File: src/rtl/mem_arb_pkg.sv
// Shared types and constants for the instruction/data memory arbiter.
package mem_arb_pkg;

   localparam int MEM_ARB_ADDR_W = 30;
   localparam int MEM_ARB_DATA_W = 32;

   typedef enum logic [1:0] {
      ARB_IDLE = 2'd0,
      ARB_BUSY = 2'd1,
      ARB_DONE = 2'd2
   } arb_state_t;

   localparam logic OWN_INST = 1'b0;
   localparam logic OWN_DATA = 1'b1;

endpackage

File: src/rtl/mem_arbiter_if.sv
// Bundle of the processor-side ports (InstMem_*, DataMem_*) and the unified
// memory bus (Mem_*). "slave" is the arbiter's view; "master" is the view of
// the environment (processor plus memory model).
interface mem_arbiter_if import mem_arb_pkg::*; #(
   parameter int ADDR_W = MEM_ARB_ADDR_W,
   parameter int DATA_W = MEM_ARB_DATA_W
);
   logic              InstMem_Read;
   logic [ADDR_W-1:0] InstMem_Address;
   logic [DATA_W-1:0] InstMem_In;
   logic              InstMem_Ack;

   logic              DataMem_Read;
   logic [3:0]        DataMem_Write;
   logic [ADDR_W-1:0] DataMem_Address;
   logic [DATA_W-1:0] DataMem_Out;
   logic [DATA_W-1:0] DataMem_In;
   logic              DataMem_Ack;

   logic              Mem_Read;
   logic [3:0]        Mem_Write;
   logic [ADDR_W-1:0] Mem_Address;
   logic [DATA_W-1:0] Mem_WrData;
   logic [DATA_W-1:0] Mem_RdData;
   logic              Mem_Ack;

   modport slave (
      input  InstMem_Read, InstMem_Address,
      input  DataMem_Read, DataMem_Write, DataMem_Address, DataMem_Out,
      input  Mem_RdData, Mem_Ack,
      output InstMem_In, InstMem_Ack, DataMem_In, DataMem_Ack,
      output Mem_Read, Mem_Write, Mem_Address, Mem_WrData
   );

   modport master (
      output InstMem_Read, InstMem_Address,
      output DataMem_Read, DataMem_Write, DataMem_Address, DataMem_Out,
      output Mem_RdData, Mem_Ack,
      input  InstMem_In, InstMem_Ack, DataMem_In, DataMem_Ack,
      input  Mem_Read, Mem_Write, Mem_Address, Mem_WrData
   );

endinterface

File: src/rtl/mem_arb_select.sv
// Winner selection for the arbiter. Default build: fixed data-over-instruction
// priority. With MEM_ARB_ROUND_ROBIN_EN defined, a last-grant register makes
// simultaneous requests alternate; a lone request always wins.
module mem_arb_select import mem_arb_pkg::*; (
   input  logic clock,
   input  logic reset,
   input  logic ireq_i,
   input  logic dreq_i,
   input  logic grant_i,
   output logic owner_o
);

`ifdef MEM_ARB_ROUND_ROBIN_EN
   logic last_q;

   // Remember which port entered BUSY most recently.
   always_ff @(posedge clock) begin
      if (reset) begin
         last_q <= OWN_INST;
      end else if (grant_i) begin
         last_q <= owner_o;
      end
   end

   // On a tie the port that was not granted last wins.
   always_comb begin
      owner_o = OWN_INST;
      if (dreq_i && ireq_i) begin
         owner_o = (last_q == OWN_DATA) ? OWN_INST : OWN_DATA;
      end else if (dreq_i) begin
         owner_o = OWN_DATA;
      end
   end
`else
   assign owner_o = dreq_i ? OWN_DATA : OWN_INST;

   // Clock, reset, fetch request and grant only matter for the fairness build.
   logic unused_sel;
   assign unused_sel = &{1'b0, clock, reset, ireq_i, grant_i};
`endif

endmodule

File: src/rtl/mem_arbiter.sv
// Arbiter sharing one 32-bit memory bus between the instruction-fetch and data
// ports. Optional round-robin fairness: MEM_ARB_ROUND_ROBIN_EN (see mem_arb_select).
//
// state    | meaning
// ARB_IDLE | no transaction; pick a winner and latch its request
// ARB_BUSY | Mem_* driven from latched registers, waiting for Mem_Ack
// ARB_DONE | owner's Ack pulsed for one cycle with the returned data
module mem_arbiter import mem_arb_pkg::*; #(
   parameter int ADDR_W = MEM_ARB_ADDR_W,
   parameter int DATA_W = MEM_ARB_DATA_W
) (
   input logic          clock,
   input logic          reset,
   mem_arbiter_if.slave bus
);

   arb_state_t        state_q;
   logic              owner_q;
   logic              mem_read_q;
   logic [3:0]        mem_write_q;
   logic [ADDR_W-1:0] mem_addr_q;
   logic [DATA_W-1:0] mem_wdata_q;
   logic [DATA_W-1:0] rdata_q;
   logic              iack_q;
   logic              dack_q;

   logic ireq;
   logic dreq;
   logic grant;
   logic sel_owner;

   assign ireq  = bus.InstMem_Read;
   assign dreq  = bus.DataMem_Read | (|bus.DataMem_Write);
   assign grant = (state_q == ARB_IDLE) && (ireq || dreq);

   mem_arb_select u_select (
      .clock   (clock),
      .reset   (reset),
      .ireq_i  (ireq),
      .dreq_i  (dreq),
      .grant_i (grant),
      .owner_o (sel_owner)
   );

   // Arbitration FSM with registered bus strobes, acks and return data.
   always_ff @(posedge clock) begin
      if (reset) begin
         state_q     <= ARB_IDLE;
         owner_q     <= OWN_DATA;
         mem_read_q  <= 1'b0;
         mem_write_q <= '0;
         mem_addr_q  <= '0;
         mem_wdata_q <= '0;
         rdata_q     <= '0;
         iack_q      <= 1'b0;
         dack_q      <= 1'b0;
      end else begin
         case (state_q)
            ARB_IDLE: begin
               if (grant) begin
                  owner_q <= sel_owner;
                  state_q <= ARB_BUSY;
                  if (sel_owner == OWN_DATA) begin
                     // A write request overrides a simultaneous read.
                     mem_read_q  <= ~(|bus.DataMem_Write);
                     mem_write_q <= bus.DataMem_Write;
                     mem_addr_q  <= bus.DataMem_Address;
                     mem_wdata_q <= bus.DataMem_Out;
                  end else begin
                     mem_read_q  <= 1'b1;
                     mem_write_q <= '0;
                     mem_addr_q  <= bus.InstMem_Address;
                     mem_wdata_q <= '0;
                  end
               end
            end
            ARB_BUSY: begin
               if (bus.Mem_Ack) begin
                  rdata_q     <= bus.Mem_RdData;
                  mem_read_q  <= 1'b0;
                  mem_write_q <= '0;
                  iack_q      <= (owner_q == OWN_INST);
                  dack_q      <= (owner_q == OWN_DATA);
                  state_q     <= ARB_DONE;
               end
            end
            ARB_DONE: begin
               iack_q  <= 1'b0;
               dack_q  <= 1'b0;
               state_q <= ARB_IDLE;
            end
            default: begin
               state_q <= ARB_IDLE;
            end
         endcase
      end
   end

   assign bus.Mem_Read    = mem_read_q;
   assign bus.Mem_Write   = mem_write_q;
   assign bus.Mem_Address = mem_addr_q;
   assign bus.Mem_WrData  = mem_wdata_q;
   assign bus.InstMem_In  = rdata_q;
   assign bus.DataMem_In  = rdata_q;
   assign bus.InstMem_Ack = iack_q;
   assign bus.DataMem_Ack = dack_q;

endmodule
File: src/flat_wrapper.sv
// flat-port wrapper written by rule: the top's interface ports become plain ports
module mem_arbiter_flat import mem_arb_pkg::*;
#(
   parameter int ADDR_W = MEM_ARB_ADDR_W,
   parameter int DATA_W = MEM_ARB_DATA_W
)
  (clock, reset, bus_InstMem_Read, bus_InstMem_Address, bus_DataMem_Read, bus_DataMem_Write, bus_DataMem_Address, bus_DataMem_Out, bus_Mem_RdData, bus_Mem_Ack, bus_InstMem_In, bus_InstMem_Ack, bus_DataMem_In, bus_DataMem_Ack, bus_Mem_Read, bus_Mem_Write, bus_Mem_Address, bus_Mem_WrData);
  mem_arbiter_if #(.ADDR_W(ADDR_W), .DATA_W(DATA_W)) bus_i ();
  input logic clock;
  input logic reset;
  input wire logic [$bits(bus_i.InstMem_Read)-1:0] bus_InstMem_Read;
  input wire logic [$bits(bus_i.InstMem_Address)-1:0] bus_InstMem_Address;
  input wire logic [$bits(bus_i.DataMem_Read)-1:0] bus_DataMem_Read;
  input wire logic [$bits(bus_i.DataMem_Write)-1:0] bus_DataMem_Write;
  input wire logic [$bits(bus_i.DataMem_Address)-1:0] bus_DataMem_Address;
  input wire logic [$bits(bus_i.DataMem_Out)-1:0] bus_DataMem_Out;
  input wire logic [$bits(bus_i.Mem_RdData)-1:0] bus_Mem_RdData;
  input wire logic [$bits(bus_i.Mem_Ack)-1:0] bus_Mem_Ack;
  output wire logic [$bits(bus_i.InstMem_In)-1:0] bus_InstMem_In;
  output wire logic [$bits(bus_i.InstMem_Ack)-1:0] bus_InstMem_Ack;
  output wire logic [$bits(bus_i.DataMem_In)-1:0] bus_DataMem_In;
  output wire logic [$bits(bus_i.DataMem_Ack)-1:0] bus_DataMem_Ack;
  output wire logic [$bits(bus_i.Mem_Read)-1:0] bus_Mem_Read;
  output wire logic [$bits(bus_i.Mem_Write)-1:0] bus_Mem_Write;
  output wire logic [$bits(bus_i.Mem_Address)-1:0] bus_Mem_Address;
  output wire logic [$bits(bus_i.Mem_WrData)-1:0] bus_Mem_WrData;
  assign bus_i.InstMem_Read = bus_InstMem_Read;
  assign bus_i.InstMem_Address = bus_InstMem_Address;
  assign bus_i.DataMem_Read = bus_DataMem_Read;
  assign bus_i.DataMem_Write = bus_DataMem_Write;
  assign bus_i.DataMem_Address = bus_DataMem_Address;
  assign bus_i.DataMem_Out = bus_DataMem_Out;
  assign bus_i.Mem_RdData = bus_Mem_RdData;
  assign bus_i.Mem_Ack = bus_Mem_Ack;
  assign bus_InstMem_In = bus_i.InstMem_In;
  assign bus_InstMem_Ack = bus_i.InstMem_Ack;
  assign bus_DataMem_In = bus_i.DataMem_In;
  assign bus_DataMem_Ack = bus_i.DataMem_Ack;
  assign bus_Mem_Read = bus_i.Mem_Read;
  assign bus_Mem_Write = bus_i.Mem_Write;
  assign bus_Mem_Address = bus_i.Mem_Address;
  assign bus_Mem_WrData = bus_i.Mem_WrData;
  mem_arbiter #(.ADDR_W(ADDR_W), .DATA_W(DATA_W)) u_core (.clock(clock), .reset(reset), .bus(bus_i));
endmodule
File: config.mk
export PLATFORM = sky130hd
export DESIGN_NAME = mem_arbiter_flat
export DESIGN_NICKNAME = d
export VERILOG_FILES = /design/src/rtl/mem_arb_pkg.sv /design/src/rtl/mem_arbiter_if.sv /design/src/rtl/mem_arb_select.sv /design/src/rtl/mem_arbiter.sv /design/src/flat_wrapper.sv
export SDC_FILE = /design/constraint.sdc
export NUM_CORES = 1
export LEC_CHECK = 0
export ABC_CLOCK_PERIOD_IN_PS = 2200
export BUFFER_PORTS_ARGS = -buffer_cell sky130_fd_sc_hd__buf_2
export CORE_MARGIN = 1.5
export CORE_UTILIZATION = 30
export DETAILED_ROUTE_END_ITERATION = 8
export GPL_TIMING_DRIVEN = 1
export SETUP_SLACK_MARGIN = 0.2
export SLEW_MARGIN = 30
export SYNTH_ARGS = -nofsm -noshare
export SYNTH_HDL_FRONTEND = slang
export SYNTH_HIERARCHICAL = 1
export SYNTH_SLANG_ARGS = --single-unit
File: constraint.sdc
create_clock -name clock -period 2.2 [get_ports clock]
set_clock_uncertainty 0.1 [all_clocks]
set_input_delay 0.11 -clock clock [delete_from_list [all_inputs] [get_ports clock]]
set_output_delay 0.11 -clock clock [all_outputs]
set_load 0.02 [all_outputs]
==> results of run 1 <==
==> critical path, stage by stage <==
cell and delay (ns):
dlymetal6s4s_1 0.23, buf_2 0.13, or4_4 0.51, o31ai_4 0.28, buf_12 0.16, clkbuf_16 0.13, buf_12 0.11, mux2_2 0.33
==> layer usage <==
metal	part of all wire	routed length, µm	vias up
met3	0.070	977	12
met1	0.43	6030	2050
met4	0.016	227	0
li1	-	-	2318
met5	0	0	-
met2	0.48	6718	188
==> registers in the layout (all words and copies together) (netlist names) <==
| register | count |
|---|---|
| u_core/owner_q | 1 |
| u_core/bus.DataMem_Ack | 1 |
| u_core/bus.Mem_Address | 30 |
| u_core/bus.Mem_WrData | 32 |
| u_core/bus.Mem_Read | 1 |
| u_core/state_q | 2 |
| u_core/bus.InstMem_Ack | 1 |
| u_core/bus.Mem_Write | 4 |
| u_core/bus.DataMem_In | 32 |
==> Yosys cell counts, types with 3 or more instances <==
cell        n
mux2_2     30
buf_1       4
and3b_1     3
a21oi_1    35
nor2b_1    31
nand2b_1   38
clkbuf_1   27
nor2_1     34
nand3b_1   33
nand2_1    68
nand3_1     4
dfxtp_1   104
buf_6       3
buf_2       3
mux2i_1    67
buf_4      33
buf_8       3
==> kinds of logic (layout without fill, tap and decap cells) <==
| group | count (synthesis) | in the layout | synth area share |
|---|---|---|---|
| multiplexers | 97 | 97 | 0.2040 |
| flip-flops | 104 | 104 | 0.4212 |
| buffers and inverters | 75 | 373 | 0.09516 |
| AO/OA/AOI/OAI | 40 | 40 | 0.04531 |
| AND/OR/NAND/NOR | 218 | 218 | 0.2344 |
==> final cells by class <==
type	instances	area (µm²)	share of cell area
sequential	104	2082	0.2816
clock buffer	11	242.7	0.03283
tap	216	270.3	0.03655
multi-input combinational	355	2429	0.3285
inverter	2	15.01	0.002031
clock inverter	5	56.30	0.007616
timing repair buffer	355	2298	0.3109
==> through the flow <==
step / hold slack [ns] / util / std cells
2_1_floorplan: 0.1460 / - / 534
3_3_place_gp: 0.2508 / 0.3892 / 955
3_5_place_dp: 0.2561 / 0.3892 / 955
4_1_cts: 0.01094 / 0.4504 / 1039
5_1_grt: 0.03863 / 0.4621 / 1048
6_report: 0.03369 / 0.4621 / 1048
==> power by group through the flow <==
stage	registers [mW]	logic [mW]	clock network (mW)
3_3_place_gp	2.13	0.945	0
6_report	2.09	1.12	1.62
2_1_floorplan	2.29	0.474	0
3_5_place_dp	2.13	0.947	0
5_1_grt	2.11	1.20	1.77
4_1_cts	2.09	1.04	1.69
==> repair_timing <==
| action | 4_1_cts | 5_1_grt |
|---|---|---|
| resized for setup | 0 | 15 |
| endpoints found under the hold margin | 68 | 0 |
| setup endpoints to repair | 0 | 62 |
| buffers inserted | 0 | 7 |
| hold buffers | 68 | 0 |
==> how the worst min path moves through the flow <==
stage | slack (ns) | from | depth (start not counted) | to
2_1_floorplan | 0.15 | bus_Mem_RdData[0] | 2 | u_core/bus.DataMem_In[0]$_SDFFE_PP0P_
6_report | 0.03 | bus_InstMem_Address[3] | 4 | u_core/bus.Mem_Address[3]$_SDFFE_PP0P_
3_5_place_dp | 0.26 | bus_Mem_RdData[22] | 3 | u_core/bus.DataMem_In[22]$_SDFFE_PP0P_
4_1_cts | 0.01 | bus_InstMem_Address[26] | 4 | u_core/bus.Mem_Address[26]$_SDFFE_PP0P_
5_1_grt | 0.04 | bus_InstMem_Address[1] | 4 | u_core/bus.Mem_Address[1]$_SDFFE_PP0P_
3_3_place_gp | 0.25 | bus_Mem_RdData[25] | 3 | u_core/bus.DataMem_In[25]$_SDFFE_PP0P_
==> run_results.csv, run 1 <==
group,metric,value,unit
pwr,switching_share,0.2798,
place,port_buffers,265,
flow_run,drv_cap,0,
drt,num_vias,4568,
final_layout,fillers,1539,
setup_path,r2r-start,"u_core/state_q[1]$_SDFFE_PP0P_",
min_path,min_path_type,"in -> reg",
synth,synth_ff_type,"dfxtp_1",
global_routing,overflow,0,
sta,finalSetupViolations,0,
sta,fin_setup_tns,0,ns
drt,drt_iter0_drc,162,
final_layout,finalInstanceArea,7393,µm²
pwr,finalPower,4.830,mW
sta,hold_violations,0,
drt,wl,13.95,mm
pwr,pwr-share-comb,0.232,
setup_path,r2r-end,"u_core/bus.Mem_WrData[17]$_SDFFE_PP0P_",
floorplanning,die_x,131.4,µm
setup_path,cp_data_arrival_time,1.99,ns
pwr,irDropWorstVdd,0.3366,mV
clock_tree,h-tree-depth,3,
pwr,clkPwrFrac,0.335,
pwr,power.density,653.3,nW/µm²
global_routing,grt_use_met3,0.03974,
outcome,status,"completed",
setup_path,crit_path_start,"bus_DataMem_Write[3]",
synth,synthArstFlopShare,0,
synth,syn-cell-area,4943,µm²
global_routing,grt_use_total,0.1510,
drt,wl_per_cell,13.31,µm
synth,ys_warn_count,6,
sta,worstMarginPinSlew,0.3586,ns
floorplanning,fp.dieArea,17260,µm²
floorplanning,start_util,0.3090,
clock_tree,clk-insertion-delay-late,0.34,ns
final_layout,syn_to_final_growth,49.56,%
setup_path,crit_required,2.34,ns
synth,seq_area_frac_synth,0.4212,
final_layout,final_common_cell,"buf_2",
floorplanning,io_pins,266,
floorplanning,die_h,131.4,µm
clock_tree,cts_buffers,9,
sta,rsz0062_at_grt,"no",
final_layout,num_antenna_cells,0,
setup_path,endpoint,"u_core/bus.Mem_Address[11]$_SDFFE_PP0P_",
clock_tree,clockRootBuffer,"clkbuf_16",
floorplanning,rows,46,
place,dpl.hpwl,9.143,mm
global_routing,grt_pass1_wl,20.98,mm
synth,syn_area_per_cell,9.257,µm²
setup_path,rrSetupSlack,0.48,ns
global_routing,grt_max_degree,58,
pwr,p_leak,3.782,nW
setup_path,endpoint_kind,"flip-flop",
synth,yosysTopAreaCell,"dfxtp_1",
pwr,seqPwrFrac,0.433,
drt,drt_first_pass_iters,4,
sta,min_period_over_period,0.8447,
global_routing,antenna_found_initial,0,
synth,synth_edf_count,0,
pwr,switchingPower,1.351,mW
drt,drc,0,
drt,routed_via_density,4.359,
synth,synthesis.nets,667,
place,preCtsSetupSlack,0.3023,ns
sta,min_period,1.858,ns
place,placed_cell_area,6227,µm²
global_routing,use_met1,0.1756,
clock_tree,clock_path_buffers,2,
synth,synth_seq_cells,104,
setup_path,path_class,"in -> reg",
place,place.gp.congestion,0.8000,
global_routing,met2_usage,0.2616,
synth,yosysTopAreaCellShare,0.4212,
sta,slew-limit-headroom,0.7610,
clock_tree,clock-sinks,104,
final_layout,nets,960,
pwr,intPower,3.479,mW
sta,layout_setup_ws,0.3417,ns
sta,fmax,538.1,MHz
drt,ant_nets,0,
setup_path,r2r_cells,6,
sta,slew_violations,0,
clock_tree,cts_tree,"yes",
final_layout,layout-drive-gt1-share,0.4050,
synth,ys_types,29,
synth,syn_inst,534,
floorplanning,core,16000,µm²
setup_path,startpoint_type,"input port",
final_layout,final_cell_mix,"264 x buf_2, 104 x dfxtp_1, 68 x nand2_1, 67 x dlygate4sd3_1, 67 x mux2i_1",
global_routing,first_global_vias,4297,
global_routing,busiest_layer,"met2",
clock_tree,clkSlewWorstSetupHoldPaths,0.07,ns
setup_path,crit_fanout,7,
synth,synth_area_leaders,"dfxtp_1 42%, mux2i_1 14%, mux2_2 6.8%",
(Power assumes the default switching activity.)
==> run 2, diff against run 1 <==
--- a/config.mk
+++ b/config.mk
@@ -5,7 +5,7 @@
 export SDC_FILE = /design/constraint.sdc
 export NUM_CORES = 1
 export LEC_CHECK = 0
-export ABC_CLOCK_PERIOD_IN_PS = 2200
+export ABC_CLOCK_PERIOD_IN_PS = 1600
 export BUFFER_PORTS_ARGS = -buffer_cell sky130_fd_sc_hd__buf_2
 export CORE_MARGIN = 1.5
 export CORE_UTILIZATION = 30
==> constraint.sdc (replaced) <==
create_clock -name clock -period 1.6 [get_ports clock]
set_clock_uncertainty 0.1 [all_clocks]
set_input_delay 0.08 -clock clock [delete_from_list [all_inputs] [get_ports clock]]
set_output_delay 0.08 -clock clock [all_outputs]
set_load 0.02 [all_outputs]
==> run 2 against run 1 <==
  * Wire length grew 6.9%
  * Sequential share of layout area fell by 1.2 points
  * Die area unchanged
  * Non-clock buffer count up 24
  * Critical endpoint is now u_core/bus.Mem_Address[7]$_SDFFE_PP0P_
  * Via count grew 3.2%
  * Global-route usage increased by 0.87 points
==> run_results.csv, run 2 (synthesized netlist as in run 1, its figures left out) <==
group,metric,value,unit
setup_path,startpoint_type,"input port",
floorplanning,io_pins,266,
floorplanning,start_util,0.3090,
pwr,irDropWorstVdd,0.4939,mV
floorplanning,fp.dieArea,17260,µm²
sta,finalSetupViolations,0,
global_routing,overflow,0,
sta,slew-limit-headroom,0.8274,
sta,hold_violations,0,
drt,num_vias,4712,
drt,wl_per_cell,13.91,µm
setup_path,crit_path_start,"bus_DataMem_Write[1]",
global_routing,grt_pass1_wl,22.39,mm
final_layout,finalInstanceArea,7745,µm²
setup_path,r2r-start,"u_core/state_q[1]$_SDFFE_PP0P_",
pwr,seqPwrFrac,0.441,
global_routing,antenna_found_initial,0,
drt,routed_via_density,4.396,
drt,wl,14.91,mm
floorplanning,rows,46,
sta,min_period_over_period,0.9438,
final_layout,syn_to_final_growth,56.67,%
floorplanning,die_x,131.4,µm
setup_path,endpoint_kind,"flip-flop",
pwr,pwr-share-comb,0.253,
sta,worstMarginPinSlew,0.2590,ns
final_layout,final_common_cell,"buf_2",
place,place.gp.congestion,0.7389,
drt,drt_iter0_drc,141,
setup_path,crit_fanout,7,
final_layout,nets,985,
place,port_buffers,265,
setup_path,crit_required,1.73,ns
drt,drt_first_pass_iters,7,
sta,fmax,662.2,MHz
clock_tree,cts_tree,"yes",
drt,ant_nets,0,
pwr,finalPower,6.532,mW
clock_tree,h-tree-depth,3,
drt,met2WireLength,7.333,mm
pwr,switching_share,0.2885,
clock_tree,clock_path_buffers,2,
clock_tree,cts_buffers,9,
final_layout,num_antenna_cells,0,
setup_path,path_class,"in -> reg",
global_routing,grt_use_total,0.1597,
pwr,p_leak,3.900,nW
place,dpl.hpwl,9.414,mm
sta,slew_violations,0,
sta,rsz0062_at_grt,"yes",
pwr,intPower,4.648,mW
floorplanning,die_h,131.4,µm
pwr,clkPwrFrac,0.306,
clock_tree,clockRootBuffer,"clkbuf_16",
global_routing,first_global_vias,4465,
min_path,hold_path_startpoint,"bus_InstMem_Address[19]",
drt,met1_length,6.389,mm
clock_tree,clk-insertion-delay-late,0.34,ns
setup_path,cp_data_arrival_time,1.64,ns
flow_run,drv_cap,0,
drt,drc,0,
final_layout,post-route-util,0.4840,
global_routing,grt_max_degree,45,
drt,wl_met3,837,µm
drt,highest_layer,"met4",
pwr,switchingPower,1.885,mW
min_path,min_path_type,"in -> reg",
final_layout,fillers,1517,
final_layout,final_cell_mix,"262 x buf_2, 102 x dfxtp_1, 82 x dlygate4sd3_1, 68 x nand2_1, 65 x mux2i_1",
clock_tree,clkSlewWorstSetupHoldPaths,0.07,ns
sta,min_period,1.510,ns
floorplanning,core,16000,µm²
clock_tree,clock-sinks,104,
place,placed_cell_area,6334,µm²
final_layout,layout-drive-gt1-share,0.4147,
outcome,status,"completed",
pwr,power.density,843.4,nW/µm²
## run 2: what timing repair did
| item | CTS | global route |
|---|---|---|
| setup buffers | 0 | 4 |
| hold buffers | 82 | 0 |
| cloned | 0 | 6 |
| resized for setup | 15 | 20 |
| endpoints found under the hold margin | 76 | 0 |
| setup endpoints to repair | 67 | 69 |
| pin swaps | 1 | 3 |
## run 2: layer usage
layer / vias to the layer above / track usage
li1: 2373 / -
met1: 2140 / 0.1944
met2: 175 / 0.2695
met3: 24 / 0.03434
met4: 0 / 0.07346
met5: - / 0
## run 2: layout make-up
class / instances / area [µm²] / share of cell area
tap: 216 / 270.3 / 0.03489
timing repair inverter: 1 / 20.02 / 0.002585
timing repair buffer: 379 / 2604 / 0.3362
sequential: 104 / 2085 / 0.2691
clock buffer: 12 / 236.5 / 0.03053
multi-input combinational: 355 / 2476 / 0.3197
clock inverter: 3 / 20.02 / 0.002585
inverter: 2 / 33.78 / 0.004362
## run 2: metrics by stage
step / cells / setup WS, ns / setup TNS [ns] / hold slack, ns
after floorplan: 534 / -0.1274 / -3.680 / 0.1160
after global placement: 965 / -0.2355 / -14.11 / 0.2200
after detailed placement: 965 / -0.2511 / -15.11 / 0.2272
after CTS: 1062 / 0.1205 / 0 / 0.0005031
after global routing: 1072 / 0.07053 / 0 / 0.02811
final: 1072 / 0.08987 / 0 / 0.01800
## run 2: power groups by stage
stage	combinational [mW]	clock, mW	sequential [mW]
4_1_cts	1.53	2.10	2.88
5_1_grt	1.77	2.19	2.90
6_report	1.65	2.00	2.88
2_1_floorplan	0.653	0	3.15
3_3_place_gp	1.34	0	2.93
3_5_place_dp	1.35	0	2.93
## run 2: worst paths after layout
| path | end | slack, ns | depth (start not counted) |
|---|---|---|---|
| hold / removal | u_core/bus.Mem_Address[19]$_SDFFE_PP0P_ | 0.02 | 4 |
| hold reg to reg | u_core/bus.InstMem_Ack$_SDFFE_PP0P_ | 0.37 | 2 |
| setup reg to reg | u_core/bus.Mem_Address[7]$_SDFFE_PP0P_ | 0.22 | 5 |
| setup / recovery | u_core/bus.Mem_Address[7]$_SDFFE_PP0P_ | 0.09 | 6 |
## run 2: worst max-delay path, stage by stage
cell	delay, ns
buf_6	0.09
or4_4	0.57
o31ai_4	0.23
buf_12	0.17
buf_12	0.18
mux2_4	0.31
==> run 3, diff against run 2 <==
--- a/config.mk
+++ b/config.mk
@@ -5,12 +5,13 @@
 export SDC_FILE = /design/constraint.sdc
 export NUM_CORES = 1
 export LEC_CHECK = 0
-export ABC_CLOCK_PERIOD_IN_PS = 1600
+export ABC_CLOCK_PERIOD_IN_PS = 1750
 export BUFFER_PORTS_ARGS = -buffer_cell sky130_fd_sc_hd__buf_2
 export CORE_MARGIN = 1.5
-export CORE_UTILIZATION = 30
+export CORE_UTILIZATION = 49
 export DETAILED_ROUTE_END_ITERATION = 8
 export GPL_TIMING_DRIVEN = 1
+export PLACE_DENSITY = 0.86
 export SETUP_SLACK_MARGIN = 0.2
 export SLEW_MARGIN = 30
 export SYNTH_ARGS = -nofsm -noshare
==> constraint.sdc (replaced) <==
create_clock -name clock -period 1.75 [get_ports clock]
set_clock_uncertainty 0.1 [all_clocks]
set_input_delay 0.0875 -clock clock [delete_from_list [all_inputs] [get_ports clock]]
set_output_delay 0.0875 -clock clock [all_outputs]
set_load 0.02 [all_outputs]
==> run 3 against run 2 <==
  * Wire length shrank 3.4%
  * Sequential power shrank 8.7%
  * Core utilization increased by 25 points
  * Critical path type unchanged
  * Cell count is 9.5% lower
  * Worst hold slack got worse by 0.0060 ns
  * Power decreased by 16%
  * Clock-buffer cell count decreased by 1
  * Critical path depth decreased by 1
  * Final area shrank 7.4%
  * First-iteration DRC count fell by 3.5%
  * Sequential share of layout area increased by 2.1 points
  * Combinational power shrank 17%
==> run_results.csv, run 3 (synthesized netlist as in run 1, its figures left out) <==
group,metric,value,unit
setup_path,r2r-end,"u_core/bus.Mem_WrData[31]$_SDFFE_PP0P_",
clock_tree,clock_path_buffers,2,
final_layout,fillers,686,
drt,wl,14.41,mm
floorplanning,rows,36,
drt,drt_first_pass_iters,4,
min_path,hold_path_depth,4,
setup_path,path_cells,"buf_2 > or4_4 > o31ai_4 > buf_12 > mux2_2",
setup_path,startpoint_type,"input port",
pwr,finalPower,5.462,mW
drt,routed_via_density,4.951,
floorplanning,io_pins,266,
final_layout,syn_to_final_growth,45.00,%
drt,drt_iter0_drc,136,
sta,finalSetupViolations,0,
clock_tree,clock-sinks,104,
floorplanning,die_x,103.4,µm
clock_tree,cts_buffers,9,
sta,min_period,1.521,ns
pwr,intPower,3.868,mW
clock_tree,clkSlewWorstSetupHoldPaths,0.10,ns
drt,num_vias,4802,
final_layout,ff_latch_area,2082,µm²
setup_path,cp_data_arrival_time,1.66,ns
pwr,seqPwrFrac,0.482,
sta,slew_violations,0,
pwr,switching_share,0.2917,
outcome,status,"completed",
clock_tree,h-tree-depth,3,
flow_run,drv_cap,0,
pwr,clkPwrFrac,0.267,
setup_path,rrSetupSlack,0.30,ns
setup_path,critPathSlowestCell,"or4_4",
place,place.gp.congestion,0.7820,
drt,drc,0,
pwr,switchingPower,1.593,mW
pwr,power.density,761.9,nW/µm²
global_routing,overflow,0,
floorplanning,start_util,0.5058,
global_routing,antenna_found_initial,0,
global_routing,first_global_vias,4690,
final_layout,final_common_cell,"buf_2",
floorplanning,die_h,103.4,µm
setup_path,r2r_cells,5,
setup_path,endpoint_kind,"flip-flop",
setup_path,crit_required,1.89,ns
setup_path,crit_fanout,32,
min_path,min_path_type,"in -> reg",
setup_path,r2r-start,"u_core/state_q[1]$_SDFFE_PP0P_",
sta,hold_violations,0,
setup_path,crit_path_start,"bus_DataMem_Write[1]",
place,port_buffers,265,
final_layout,num_antenna_cells,0,
min_path,hold_end,"u_core/bus.Mem_Address[8]$_SDFFE_PP0P_",
drt,ant_nets,0,
sta,rsz0062_at_grt,"yes",
floorplanning,fp.dieArea,10700,µm²
sta,fmax,657.6,MHz
setup_path,max_stage_delay,0.56,ns
sta,worstMarginPinSlew,0.3744,ns
sta,slew-limit-headroom,0.7504,
sta,fin_setup_tns,0,ns
sta,min_period_over_period,0.8689,
global_routing,grt_use_total,0.2543,
floorplanning,core,9774,µm²
min_path,hold_path_startpoint,"bus_InstMem_Address[8]",
final_layout,multi_input_area,2401,µm²
global_routing,grt_max_degree,53,
global_routing,grt_pass1_wl,21.05,mm
pwr,irDropWorstVdd,0.4650,mV
setup_path,path_class,"in -> reg",
final_layout,nets,967,
final_layout,post-route-util,0.7334,
clock_tree,clk-insertion-delay-late,0.35,ns
clock_tree,clockRootBuffer,"clkbuf_8",
place,dpl.hpwl,9.336,mm
clock_tree,cts_tree,"yes",
pwr,pwr-share-comb,0.251,
final_layout,final_cell_mix,"264 x buf_2, 104 x dfxtp_1, 81 x dlygate4sd3_1, 68 x nand2_1, 67 x mux2i_1",
drt,wl_per_cell,14.85,µm
final_layout,layout-drive-gt1-share,0.3955,
pwr,p_leak,3.699,nW
[run 3: per-layer routing]
layer  GRT usage  share of wire  wire length, µm  vias up
met2      0.4811           0.52             7503      216
met3     0.05981          0.066              949       45
met4      0.1424          0.037              528        0
met5           0              0                0        -
li1            -              -                -     2331
met1      0.2537           0.38             5424     2210
[run 3: layout make-up]
class	count	area share
clock buffers	11	0.01972
clock inverters	3	0.006109
inverters	2	0.003316
multi-input cells	355	0.3350
flip-flops and latches	104	0.2905
well taps	133	0.02322
repair buffers	362	0.3222
[run 3: worst max-delay path by stage]
stage | endpoint | slack, ns | cells past startpoint
floorplan | u_core/bus.Mem_Address[10]$_SDFFE_PP0P_ | 0.02 | 4
CTS | u_core/bus.Mem_WrData[22]$_SDFFE_PP0P_ | 0.24 | 5
global placement | u_core/bus.Mem_Address[24]$_SDFFE_PP0P_ | -0.07 | 5
detailed placement | u_core/bus.Mem_WrData[22]$_SDFFE_PP0P_ | -0.10 | 6
global route | u_core/bus.Mem_WrData[12]$_SDFFE_PP0P_ | 0.19 | 5
finish | u_core/bus.Mem_Address[21]$_SDFFE_PP0P_ | 0.23 | 5
[run 3: critical path, delay by kind of cell]
family	cells	cell delay, ns
simple gates	1	0.56
buf+inv	2	0.38
compound gates	1	0.25
mux	1	0.37
[run 3: power groups by stage]
stage	clock [mW]	combinational (mW)	sequential (mW)
finish	1.46	1.37	2.63
global route	1.60	1.47	2.65
CTS	1.50	1.35	2.63
detailed placement	0	1.20	2.68
global placement	0	1.17	2.67
floorplan	0	0.596	2.88
[run 3: what timing repair did]
item                                    4_1_cts  5_1_grt
hold buffers                                 81        0
endpoints found under the setup margin       33        8
hold endpoints to repair                     75        0
resized for setup                             2        2
buffers inserted                              0        0
[run 3: through the flow]
| step | cells | cell area, µm² | setup slack, ns | hold WS [ns] |
|---|---|---|---|---|
| finish | 970 | 7168 | 0.2294 | 0.01196 |
| global route | 970 | 7168 | 0.1925 | 0.01353 |
| CTS | 970 | 7163 | 0.2376 | 0.00002839 |
| detailed placement | 875 | 6160 | -0.1039 | 0.2335 |
| global placement | 875 | 6160 | -0.07244 | 0.2283 |
| floorplan | 534 | 4950 | 0.01509 | 0.1235 |
